File: src/rtl/palette_pkg.sv
// palette_pkg: colour type, default palette contents and flash-state encoding
package palette_pkg;
  typedef struct packed {
    logic [3:0] r;
    logic [3:0] g;
    logic [3:0] b;
  } color_t;

  typedef enum logic [1:0] {IDLE, FLASH_ON, FLASH_OFF} flash_state_e;

  localparam color_t FLASH_COLOR = 12'hFFF;

  localparam color_t DEFAULT_PALETTE [8] = '{
    12'h0E1, 12'h070, 12'hECA, 12'h05E, 12'hE30, 12'h643, 12'h000, 12'h028
  };

  // Only bank 0 carries the default palette; everything else powers up black.
  function automatic color_t default_color(input int unsigned bank, input int unsigned idx);
    logic [2:0] sel;
    sel = idx[2:0];
    return (bank == 0 && idx < 8) ? DEFAULT_PALETTE[sel] : color_t'(12'h000);
  endfunction
endpackage

File: src/rtl/palette_bank_ram.sv
// palette_bank_ram: banked palette storage, one write port, one registered read port,
// contents reloaded with the default palette on reset.
module palette_bank_ram
  import palette_pkg::*;
#(
  parameter int IDX_W     = 3,
  parameter int NUM_BANKS = 4
) (
  input  logic                         clk_i,
  input  logic                         rst_ni,
  input  logic                         rd_en_i,
  input  logic [$clog2(NUM_BANKS)-1:0] rd_bank_i,
  input  logic [IDX_W-1:0]             rd_addr_i,
  output color_t                       rd_data_o,
  input  logic                         wr_en_i,
  input  logic [$clog2(NUM_BANKS)-1:0] wr_bank_i,
  input  logic [IDX_W-1:0]             wr_addr_i,
  input  color_t                       wr_data_i
);
  localparam int DEPTH = 1 << IDX_W;
  localparam int N     = NUM_BANKS * DEPTH;

  color_t mem_q [N];
  color_t rd_q;

  // Read samples the array before this edge's write lands: read-before-write.
  always_ff @(posedge clk_i or negedge rst_ni)
    if (!rst_ni) begin
      for (int i = 0; i < N; i++) mem_q[i] <= default_color(i / DEPTH, i % DEPTH);
      rd_q <= '0;
    end else begin
      if (wr_en_i) mem_q[{wr_bank_i, wr_addr_i}] <= wr_data_i;
      if (rd_en_i) rd_q <= mem_q[{rd_bank_i, rd_addr_i}];
    end

  assign rd_data_o = rd_q;
endmodule

File: src/rtl/sprite_palette_ctrl.sv
// sprite_palette_ctrl: registered palette lookup with vsync-shadowed bank select
// and a frame-counted hit-flash effect.
module sprite_palette_ctrl
  import palette_pkg::*;
#(
  parameter int IDX_W      = 3,
  parameter int NUM_BANKS  = 4,
  parameter int TRANSP_IDX = 0
) (
  input  logic                         Clk,
  input  logic                         Reset_n,
  input  logic                         pix_valid,
  input  logic [IDX_W-1:0]             index,
  input  logic [$clog2(NUM_BANKS)-1:0] bank_req,
  input  logic                         vsync_pulse,
  input  logic                         wr_en,
  input  logic [$clog2(NUM_BANKS)-1:0] wr_bank,
  input  logic [IDX_W-1:0]             wr_addr,
  input  logic [11:0]                  wr_data,
  input  logic                         flash_req,
  input  logic [3:0]                   flash_frames,
  output logic [3:0]                   red,
  output logic [3:0]                   green,
  output logic [3:0]                   blue,
  output logic                         out_valid,
  output logic                         transparent,
  output logic                         flashing
);
  localparam int BANK_W = $clog2(NUM_BANKS);

  flash_state_e      state_q, state_d;
  logic [3:0]        cnt_q, cnt_d;
  logic [BANK_W-1:0] bank_q;
  logic              valid_q, transp_q, ovr_q, flashing_q;
  logic              hit;
  color_t            rd_data;

  palette_bank_ram #(.IDX_W(IDX_W), .NUM_BANKS(NUM_BANKS)) u_ram (
    .clk_i     (Clk),
    .rst_ni    (Reset_n),
    .rd_en_i   (pix_valid),
    .rd_bank_i (bank_q),
    .rd_addr_i (index),
    .rd_data_o (rd_data),
    .wr_en_i   (wr_en),
    .wr_bank_i (wr_bank),
    .wr_addr_i (wr_addr),
    .wr_data_i (wr_data)
  );

  assign hit = index == IDX_W'(TRANSP_IDX);

  // A new request outranks a coincident vsync; a zero-frame request is a no-op.
  always_comb begin
    state_d = state_q;
    cnt_d   = cnt_q;
    if (flash_req && flash_frames != 4'd0) begin
      state_d = FLASH_ON;
      cnt_d   = flash_frames;
    end else if (vsync_pulse && state_q != IDLE) begin
      cnt_d   = cnt_q - 4'd1;
      state_d = (cnt_d == 4'd0) ? IDLE : (state_q == FLASH_ON ? FLASH_OFF : FLASH_ON);
    end
  end

  always_ff @(posedge Clk or negedge Reset_n)
    if (!Reset_n) begin
      state_q    <= IDLE;
      cnt_q      <= '0;
      bank_q     <= '0;
      valid_q    <= 1'b0;
      transp_q   <= 1'b0;
      ovr_q      <= 1'b0;
      flashing_q <= 1'b0;
    end else begin
      state_q    <= state_d;
      cnt_q      <= cnt_d;
      flashing_q <= state_d != IDLE;
      valid_q    <= pix_valid;
      if (vsync_pulse) bank_q <= bank_req;
      if (pix_valid) begin
        transp_q <= hit;
        ovr_q    <= state_q == FLASH_ON && !hit;
      end
    end

  // RAM read register and the override flag both only move on a lookup, so the colour holds otherwise.
  assign {red, green, blue} = ovr_q ? FLASH_COLOR : rd_data;
  assign out_valid          = valid_q;
  assign transparent        = transp_q;
  assign flashing           = flashing_q;
endmodule

File: config.mk
export PLATFORM = sky130hd
export DESIGN_NAME = sprite_palette_ctrl
export DESIGN_NICKNAME = d
export VERILOG_FILES = /design/src/rtl/palette_pkg.sv /design/src/rtl/palette_bank_ram.sv /design/src/rtl/sprite_palette_ctrl.sv
export SDC_FILE = /design/constraint.sdc
export NUM_CORES = 1
export LEC_CHECK = 0
export ABC_AREA = 1
export CORE_MARGIN = 2
export CORE_UTILIZATION = 55
export DETAILED_ROUTE_END_ITERATION = 16
export GPL_TIMING_DRIVEN = 0
export PLACE_DENSITY = 0.69
export SLEW_MARGIN = 20
export SYNTH_ARGS = -nofsm -noshare
export SYNTH_HDL_FRONTEND = slang
export SYNTH_SLANG_ARGS = --single-unit
export TNS_END_PERCENT = 50
File: constraint.sdc
create_clock -name Clk -period 3.05 [get_ports Clk]
set_input_delay 0.61 -clock Clk [delete_from_list [all_inputs] [get_ports Clk]]
set_output_delay 0.61 -clock Clk [all_outputs]
set_load 0.005 [all_outputs]
### After elaboration in Yosys (flattened, before gate mapping)

Cells that the tools add are included.

* equality and inequality tests: 1
* bitwise operators: 2
* add/sub/neg operators: 1
* magnitude comparators: 3
* reductions and logical operators: 11
* mux-type cells: 13

Operators by type and width (count)
* bitwise mux 384 bit: 1
* binary-select mux 12 bit (select 5 bit): 1
* demux 12 bit (select 5 bit): 1
* 2-to-1 mux 12 bit: 4
* greater-or-equal comparator 6 bit (second input constant): 2
* NOT 5 -> 6 bit: 2
* 2-to-1 mux 2 bit: 4
* 2-to-1 mux 4 bit: 2
* < comparator 6 x 1 -> 1 bit (second input constant): 1
* nonzero test 2 bit: 3
* logical AND 1 bit: 4
* logical NOT 4 bit: 1
* nonzero test 4 bit: 1
* subtractor 4 x 1 -> 4 bit (second input constant): 1
* logical NOT 3 bit: 1
* == test 2 x 1 -> 1 bit (second input constant): 1
* logical NOT 1 bit: 1

* register bits: 408
* word-level logic and storage cells: 137
* input bits: 32

### Logic depth before layout (Yosys ltp)

Gate-level depths: netlist of run 1.

* depth in word-level cells: 6
* depth in mapped cells: 12
* mapped depth without buffers: 9

### Hierarchy

A second synthesis of run 1 with hierarchy kept.

* cells, all modules: 2335
* area total of the unflattened synthesis: 18585.3 µm²

By module, submodules not included
* palette_bank_ram: area an instance 17864.6 µm², times used 1, seq. area each 9948.3 µm², cells an instance 2242
* sprite_palette_ctrl: area an instance 720.7 µm², times used 1, seq. area each 300.3 µm², cells an instance 93

### Worst setup path after synthesis of run 1

OpenSTA, ideal clock, no wires.

* path kind: input -> register
* from: in index[1]
* to: reg u_ram.rd_q (netlist bit u_ram.rd_data_o[6])
* path slack: 1.216 ns
* arrival: 1.716 ns
* path buffers: 3
* stages: 11
* library setup time: 0.118 ns
* cell sequence: buf_2 > inv_2 > buf_2 > clkbuf_1 > nand3_1 > nand3_1 > nand2_1 > nand2_1 > nand3_1 > nand3_1 > nand2_1

* cells in the longest elaborated chain, start to end: 4

RTL lines
* start, declared: line sprite_palette_ctrl.sv:13 `input logic [IDX_W-1:0] index,`
* NOT 5 -> 6 bit (implied by the code): line palette_bank_ram.sv:33 `if (rd_en_i) rd_q <= mem_q[{rd_bank_i, rd_addr_i}];`
* binary-select mux 12 bit (select 5 bit): line palette_bank_ram.sv:33
* 2-to-1 mux 12 bit (implied by the code) (2 in a row): line palette_bank_ram.sv:33
* end signal, assigned: line palette_bank_ram.sv:33
* end, declared: line palette_bank_ram.sv:24 `color_t rd_q;`

Every way passes these cells. The select of a mux whose other input is x is not followed.
A chain may end at the register's enable or synchronous reset.

### Final worst setup path of run 1

* from: in wr_addr[0]
* to: reg u_ram.mem_q[266] (netlist name)

* cells in the longest elaborated chain, start to end: 6
* elaborated cells between the ends (all ways): 7
* classes of those cells: order compare (2); mux (3); bitwise (1); reduce/logical (1)

RTL lines
* start, declared: line sprite_palette_ctrl.sv:18 `input logic [IDX_W-1:0] wr_addr,`
* NOT 5 -> 6 bit (implied by the code) (*): line palette_bank_ram.sv:32 `if (wr_en_i) mem_q[{wr_bank_i, wr_addr_i}] <= wr_data_i;`
* greater-or-equal comparator 6 bit (implied by the code) or < comparator 6 x 1 -> 1 bit (tied branches): line palette_bank_ram.sv:32
* logical AND 1 bit (implied by the code): line palette_bank_ram.sv:32
* 2-to-1 mux 12 bit (implied by the code): line palette_bank_ram.sv:32
* demux 12 bit (select 5 bit) (*): line palette_bank_ram.sv:32
* bitwise mux 384 bit (*): line palette_bank_ram.sv:32
* end signal, assigned by index: line palette_bank_ram.sv:32
* end, declared: line palette_bank_ram.sv:23 `color_t mem_q [N];`

Mark *: on every way between the ends. The rest lies on a longest branch, timed or not.

==> impl_metrics.csv, run 1 <==
group,metric,value,unit
status,status,"finished, final reports clean",
die,dieArea,35700,um^2
worst_hold_path,hp-class,"input port to asynchronous set/reset pin",
pwr,peakVddDrop,0.497,mV
setup_path,crit_type,"input port to flip-flop",
clock_tree,post-cts-setup-buffers,0,
timing,fin_tns_setup,0,ns
grt,grt_pass1_wl,106,mm
placed_design,placed_cell_area,19900,um^2
cells_and_area,syn_to_final_growth,13.4,%
die,coreArea,33600,um^2
setup_path,worstPathMaxFanout,10,
clock_tree,cts_hold_buf,0,
clock_tree,ctsResizeCount,0,
cells_and_area,regArea,10200,um^2
die,rows,67,
drt,drt-pass1-iter-count,6,
placed_design,dp_cells,2863,
drt,vias,17700,
yosys,synth_fp_nets,2401,
setup_path,crit_path_end_kind,"flip-flop",
clock_tree,clockBufferDepth,3,
die,pin_count,47,
timing,relSlewSlack,12.9,%
drt,routed_wl,70.7,mm
setup_path,critPathSlowestCell,"nor3_2",
setup_path,slowest_delay,1.02,ns
timing,fin_ws,0.109,ns
die,die_y,189,um
grt,grt_max_degree,97,
setup_path,cp-start-kind,"input port",
placed_design,routabilityCongestion,1.05,
yosys,synth.avg_cell_area,7.94,um^2
grt,grt_pass1_vias,17200,
cells_and_area,antenna_cells,0,
die,fp.dieW,189,um
yosys,synthesis.area,18800,um^2
grt,grt_remaining_overflow,0,
timing,finalClockSkew,0.0225,ns
pwr,power_density,700,nW/um^2
clock_tree,cts_inserted_buffers,44,
clock_tree,clkTransAtPathRegs,0.06,ns
drt,post_drt_wl_per_cell,24.0,um
yosys,synth_seq_cells,408,
clock_tree,cts_max_level,2,
timing,rsz0062_at_grt,"no",
clock_tree,clk_latency,0.58,ns
setup_path,path_common_cell,"nand2_1",
timing,hold_viol,0,
placed_design,portBuffers,44,
cells_and_area,finalInstanceArea,21300,um^2
drt,drc,0,
setup_path,cp.arrival,3.36,ns
timing,final_max_slew_viol_count,0,
grt,grt.total_usage,40.6,%
yosys,synth_cells,2367,
timing,worst_slew_pin_slew,1.30,ns
die,initial_core_util,55.9,%
drt,final_antenna_net_count,0,
setup_path,crit_chain,"clkdlybuf4s50_1, inv_2, nor3_2, nand2_1, clkbuf_1, nand2_1, o21ai_0",
timing,fin_crit_sh,96.4,%
clock_tree,clkSinkCount,408,
timing,timing.fmax,0.340,GHz
clock_tree,root_buffer,"clkbuf_16",
cells_and_area,layout-drive-gt1-share,7.78,%
cells_and_area,fin_cells,2941,
cells_and_area,multiInputGateArea,7450,um^2
yosys,synth_cell_type_count,27,
placed_design,place_ws,-0.355,ns
pwr,leakage,9.98,nW
timing,whs,0.00492,ns
drt,viasPerCell,6.02,
drt,drt_iter0_drc,2161,
cells_and_area,fill_cells,3041,
yosys,yosysSeqAreaShare,54.5,%
timing,finalCriticalPeriod,2.94,ns
cells_and_area,nets,2495,
setup_path,worstPathRequired,3.47,ns
placed_design,dpl.hpwl,50.8,mm
timing,setup_violations,0,
flow_run,maxCapViolCount,0,
yosys,yosysWarnings,0,
clock_tree,cts_tree,"done",
grt,antenna_found_initial,1,
stage by stage:
step | utilization, % | total power [mW]
after floorplan | - | 8.56
after global placement | 58.9 | 9.52
after detailed placement | 59.3 | 9.62
after CTS | 63.4 | 14.9
after global routing | 63.4 | 15.6
final | 63.4 | 14.9
report_power, final:
group	leakage, nW	internal (mW)	switching, mW
Combinational	4.13	0.938	1.66
Sequential	5.17	6.48	0.564
Clock	0.685	3.08	2.21
cell usage after synthesis (all sizes together):
library cell	n	area (um^2)
a21oi	18	90.1
o211ai	3	22.5
a31oi	3	18.8
a22o	1	8.76
xor2	1	8.76
o221ai	3	26.3
xnor2	1	8.76
or2	30	188
buf	57	272
dfstp	31	815
nor3	12	111
nand3	326	1630
nor4	2	42.5
inv	94	353
clkbuf	126	478
o21ai	373	1870
dfrtp	377	9430
ha	2	25.0
nand2	883	3310
nor2	24	90.1
critical path, delay by kind of cell:
| family | cells | cell delay [ns] |
|---|---|---|
| simple gates | 3 | 1.52 |
| compound gates | 1 | 0.10 |
| buf+inv | 3 | 1.11 |
final cells by class:
| cell class | count | share of cell area, % |
|---|---|---|
| Clock buffer | 69 | 6.08 |
| Tap cell | 448 | 2.63 |
| Multi-Input combinational cell | 1682 | 34.9 |
| Timing Repair Buffer | 48 | 2.60 |
| Inverter | 94 | 1.65 |
| Sequential cell | 408 | 48.0 |
| Buffer | 183 | 3.53 |
| Clock inverter | 9 | 0.510 |
final timing paths:
check                                         from                  to  slack, ns  cells after the start
worst max-delay path                    wr_addr[0]    u_ram.mem_q[266]       0.11                      7
worst min-delay path                       Reset_n    u_ram.mem_q[301]      0.005                      1
worst max register to register           bank_q[0]  u_ram.rd_data_o[1]       1.13                      7
worst min register to register  u_ram.rd_data_o[9]  u_ram.rd_data_o[9]       0.47                      2
max in group asynchronous                  Reset_n    u_ram.mem_q[178]       1.81                      3
min in group Clk                u_ram.rd_data_o[9]  u_ram.rd_data_o[9]       0.47                      2
cells by family (layout without fill, tap and decap cells):
logic type      count (synthesis)  count (layout)  share of synthesized area, %
xor+xnor                        2               2                        0.0932
buf+inv                       277             403                          5.86
fa+ha+maj                       2               2                         0.133
flops                         408             408                          54.5
compound gates                401             401                          10.8
simple gates                 1277            1277                          28.6
flip-flops by register name, summed over array words and instances (netlist names):
register and count:
cnt_q 4, u_ram.mem_q 384, transparent 1, out_valid 1, state_q 2, flashing 1, u_ram.rd_data_o 12, ovr_q 1
bank_q 2
layout by cell type, fill, tap and decap left out, types with 4 or more instances in the layout:
master	Yosys	final
nand2_1	883	883
clkinv_2	0	5
or2_2	30	30
clkbuf_1	122	138
clkbuf_8	0	6
o21ai_1	19	19
dfrtp_1	377	377
nor3_2	8	8
clkdlybuf4s50_1	0	43
dfstp_2	31	31
nand3_1	326	326
buf_2	40	40
buf_16	0	4
nor2_1	24	24
buf_1	15	14
clkbuf_2	4	6
inv_1	86	86
clkbuf_16	0	46
inv_2	8	8
a21oi_1	18	18
o21ai_0	354	354
routing by layer:
metal | up-vias | track usage [%] | wire [um]
met5 | - | 0 | 0
met4 | 0 | 25.3 | 4930
met3 | 255 | 12.3 | 8120
met2 | 1026 | 60.2 | 30500
met1 | 8556 | 52.3 | 27200
li1 | 7859 | - | -
(Power assumes the default switching activity.)
==> inputs of run 2 (changes only) <==
- TNS_END_PERCENT: 50 -> 5
==> results of run 2 <==
No change in the layout: final DEF, timing and power equal those of run 1.
==> inputs of run 3 (changes only) <==
- CORE_MARGIN: 2 -> 1
==> run 3 against run 2 <==
Effect of this change: sequential power is essentially flat; utilization is essentially flat; flip-flop and latch count is the same; sequential share of layout area is essentially flat; highest routed layer unchanged; combinational power is essentially flat; the flow now finishes with violations (hold timing); power grew 0.67%; global-route usage grew 1.5 points; non-clock buffer count is the same; design area is essentially flat; clock skew grew 0.0095 ns.
==> impl_metrics.csv, run 3 (synthesized netlist as in run 1, its figures left out) <==
group,metric,value,unit
clock_tree,cts_inserted_buffers,43,
clock_tree,clkTransAtPathRegs,0.06,ns
setup_path,cp-start-kind,"input port",
pwr,p_comb_share,17.4,%
setup_path,critPathSlowestCell,"clkbuf_1",
die,fp.dieW,187,um
die,dieArea,34900,um^2
setup_path,worstPathRequired,3.52,ns
timing,rsz0062_at_grt,"no",
cells_and_area,largest_register_ffs,384,
timing,fin_ws,0.0353,ns
drt,drc,0,
clock_tree,root_buffer,"clkbuf_16",
drt,drt_iter0_drc,2376,
die,rows,67,
drt,vias,17800,
clock_tree,clockBufferDepth,3,
clock_tree,post-cts-setup-buffers,0,
flow_run,maxCapViolCount,0,
drt,post_drt_wl_per_cell,24.6,um
pwr,peakVddDrop,0.567,mV
pwr,p_switching,4.53,mW
drt,routed-wl-met3,8.47,mm
drt,viasPerCell,6.03,
pwr,swShare,30.2,%
timing,whs,-0.000618,ns
setup_path,crit_chain,"clkdlybuf4s50_1, inv_1, clkbuf_1, clkbuf_1, nand3_1, nand3_1, nand3_1, nand3_1, nand2_1",
placed_design,portBuffers,44,
setup_path,path_common_cell,"nand3_1",
placed_design,dpl.hpwl,51.7,mm
grt,grt.total_usage,42.1,%
drt,wl_met1,28.2,mm
timing,finalCriticalPeriod,3.01,ns
cells_and_area,mostFrequentLayoutCells,"nand2_1 (883), dfrtp_1 (377), o21ai_0 (354)",
clock_tree,ctsResizeCount,0,
pwr,intPower,10.5,mW
cells_and_area,syn_to_final_growth,13.5,%
drt,routed_wl,72.3,mm
setup_path,critPathBufInv,4,
grt,grt_remaining_overflow,0,
placed_design,routabilityCongestion,0.998,
timing,setup_violations,0,
drt,topRoutingLayerUsed,"met4",
drt,drt-pass1-iter-count,6,
setup_path,slowest_delay,0.70,ns
setup_path,cpLargestDelayFamily,"buffers and inverters",
pwr,seqPwrFrac,46.9,%
timing,hold_viol,2,
clock_tree,cts_tree,"done",
cells_and_area,final_common_cell,"nand2_1",
grt,grt_max_degree,101,
cells_and_area,finalCoreUtilization,63.5,%
cells_and_area,layout-drive-gt1-share,7.91,%
setup_path,crit_type,"input port to flip-flop",
clock_tree,clkSinkCount,408,
setup_path,worstPathMaxFanout,10,
status,status,"finished with violations",
cells_and_area,top_register,"u_ram.mem_q",
timing,timing.fmax,0.332,GHz
pwr,clkPwrFrac,35.7,%
grt,grt_pass1_vias,17200,
die,pin_count,47,
die,die_y,187,um
timing,final_max_slew_viol_count,0,
pwr,leakage,9.98,nW
cells_and_area,nets,2494,
timing,finalClockSkew,0.0320,ns
status,violations,"hold timing",
timing,relSlewSlack,17.9,%
drt,final_antenna_net_count,0,
clock_tree,clk_latency,0.61,ns
clock_tree,cts_hold_buf,0,
worst_hold_path,hp-class,"input port to asynchronous set/reset pin",
die,coreArea,33600,um^2
timing,fin_crit_sh,98.8,%
clock_tree,cts_max_level,2,
grt,antenna_found_initial,2,
setup_path,cp.arrival,3.48,ns
grt,grt_pass1_wl,108,mm
setup_path,crit_path_end_kind,"flip-flop",
timing,worst_slew_pin_slew,1.23,ns
pwr,power_density,705,nW/um^2
drt,wl_met2,31.0,mm
die,initial_core_util,55.9,%
placed_design,place_ws,-0.404,ns
-- run 3: cell types whose count changed in the layout (fill, tap and decap cells not counted), sizes merged --
| cell | delta |
|---|---|
| diode | +2 |
| clkbuf | -8 |
| bufinv | +1 |
| clkinv | +3 |
| buf | +1 |
| inv | +1 |
| clkinvlp | +1 |
-- run 3: worst paths after layout --
check                                 endpoint  slack [ns]  cells past startpoint                from
max in group asynchronous     u_ram.mem_q[156]        1.75                      3             Reset_n
max reg2reg                 u_ram.rd_data_o[1]        0.99                      7           bank_q[0]
min in group Clk            u_ram.rd_data_o[4]        0.47                      2  u_ram.rd_data_o[4]
min                           u_ram.mem_q[301]     -0.0006                      1             Reset_n
max                        u_ram.rd_data_o[11]        0.04                      9            index[2]
min reg2reg                 u_ram.rd_data_o[4]        0.47                      2  u_ram.rd_data_o[4]
-- run 3: per-layer routing --
metal / vias up / global-route usage (%)
li1: 7870 / -
met1: 8547 / 55.3
met2: 1091 / 62.3
met3: 243 / 12.5
met4: 0 / 24.5
met5: - / 0
-- run 3: power by group through the flow --
| stage | combinational, mW | sequential [mW] | clock, mW |
|---|---|---|---|
| after global placement | 2.44 | 7.10 | 0 |
| after global routing | 2.92 | 7.15 | 5.57 |
| after detailed placement | 2.54 | 7.10 | 0 |
| after CTS | 2.55 | 7.02 | 5.37 |
| after floorplan | 1.61 | 6.95 | 0 |
| final | 2.61 | 7.05 | 5.37 |
-- run 3: worst reg2reg max path, stage by stage, from the launching register on --
cell	delay [ns]
dfrtp_1	0.36
clkbuf_1	0.25
inv_2	0.21
clkbuf_1	0.56
nand2_1	0.12
nand3_1	0.18
nand3_1	0.20
nand2_1	0.12
-- run 3: cell type report --
class / count / area [um^2]
fill: 3013 / 12300
antenna: 2 / 5.00
clock buffer: 62 / 1240
clock inverter: 15 / 170
tap: 448 / 561
timing repair buffer: 48 / 556
sequential: 408 / 10200
inverter: 94 / 353
buffer: 183 / 749
multi-input combinational: 1682 / 7450
-- run 3: stage by stage --
step                       TNS, ns  power, mW  cell area, um^2  instances
after floorplan                  0       8.56            18800       2367
after global placement    -6489.94       9.54            19800       2859
after detailed placement    -11.08       9.63            19900       2863
after CTS                        0       14.9            21300       2940
after global routing             0       15.6            21300       2940
final                            0       15.0            21300       2942
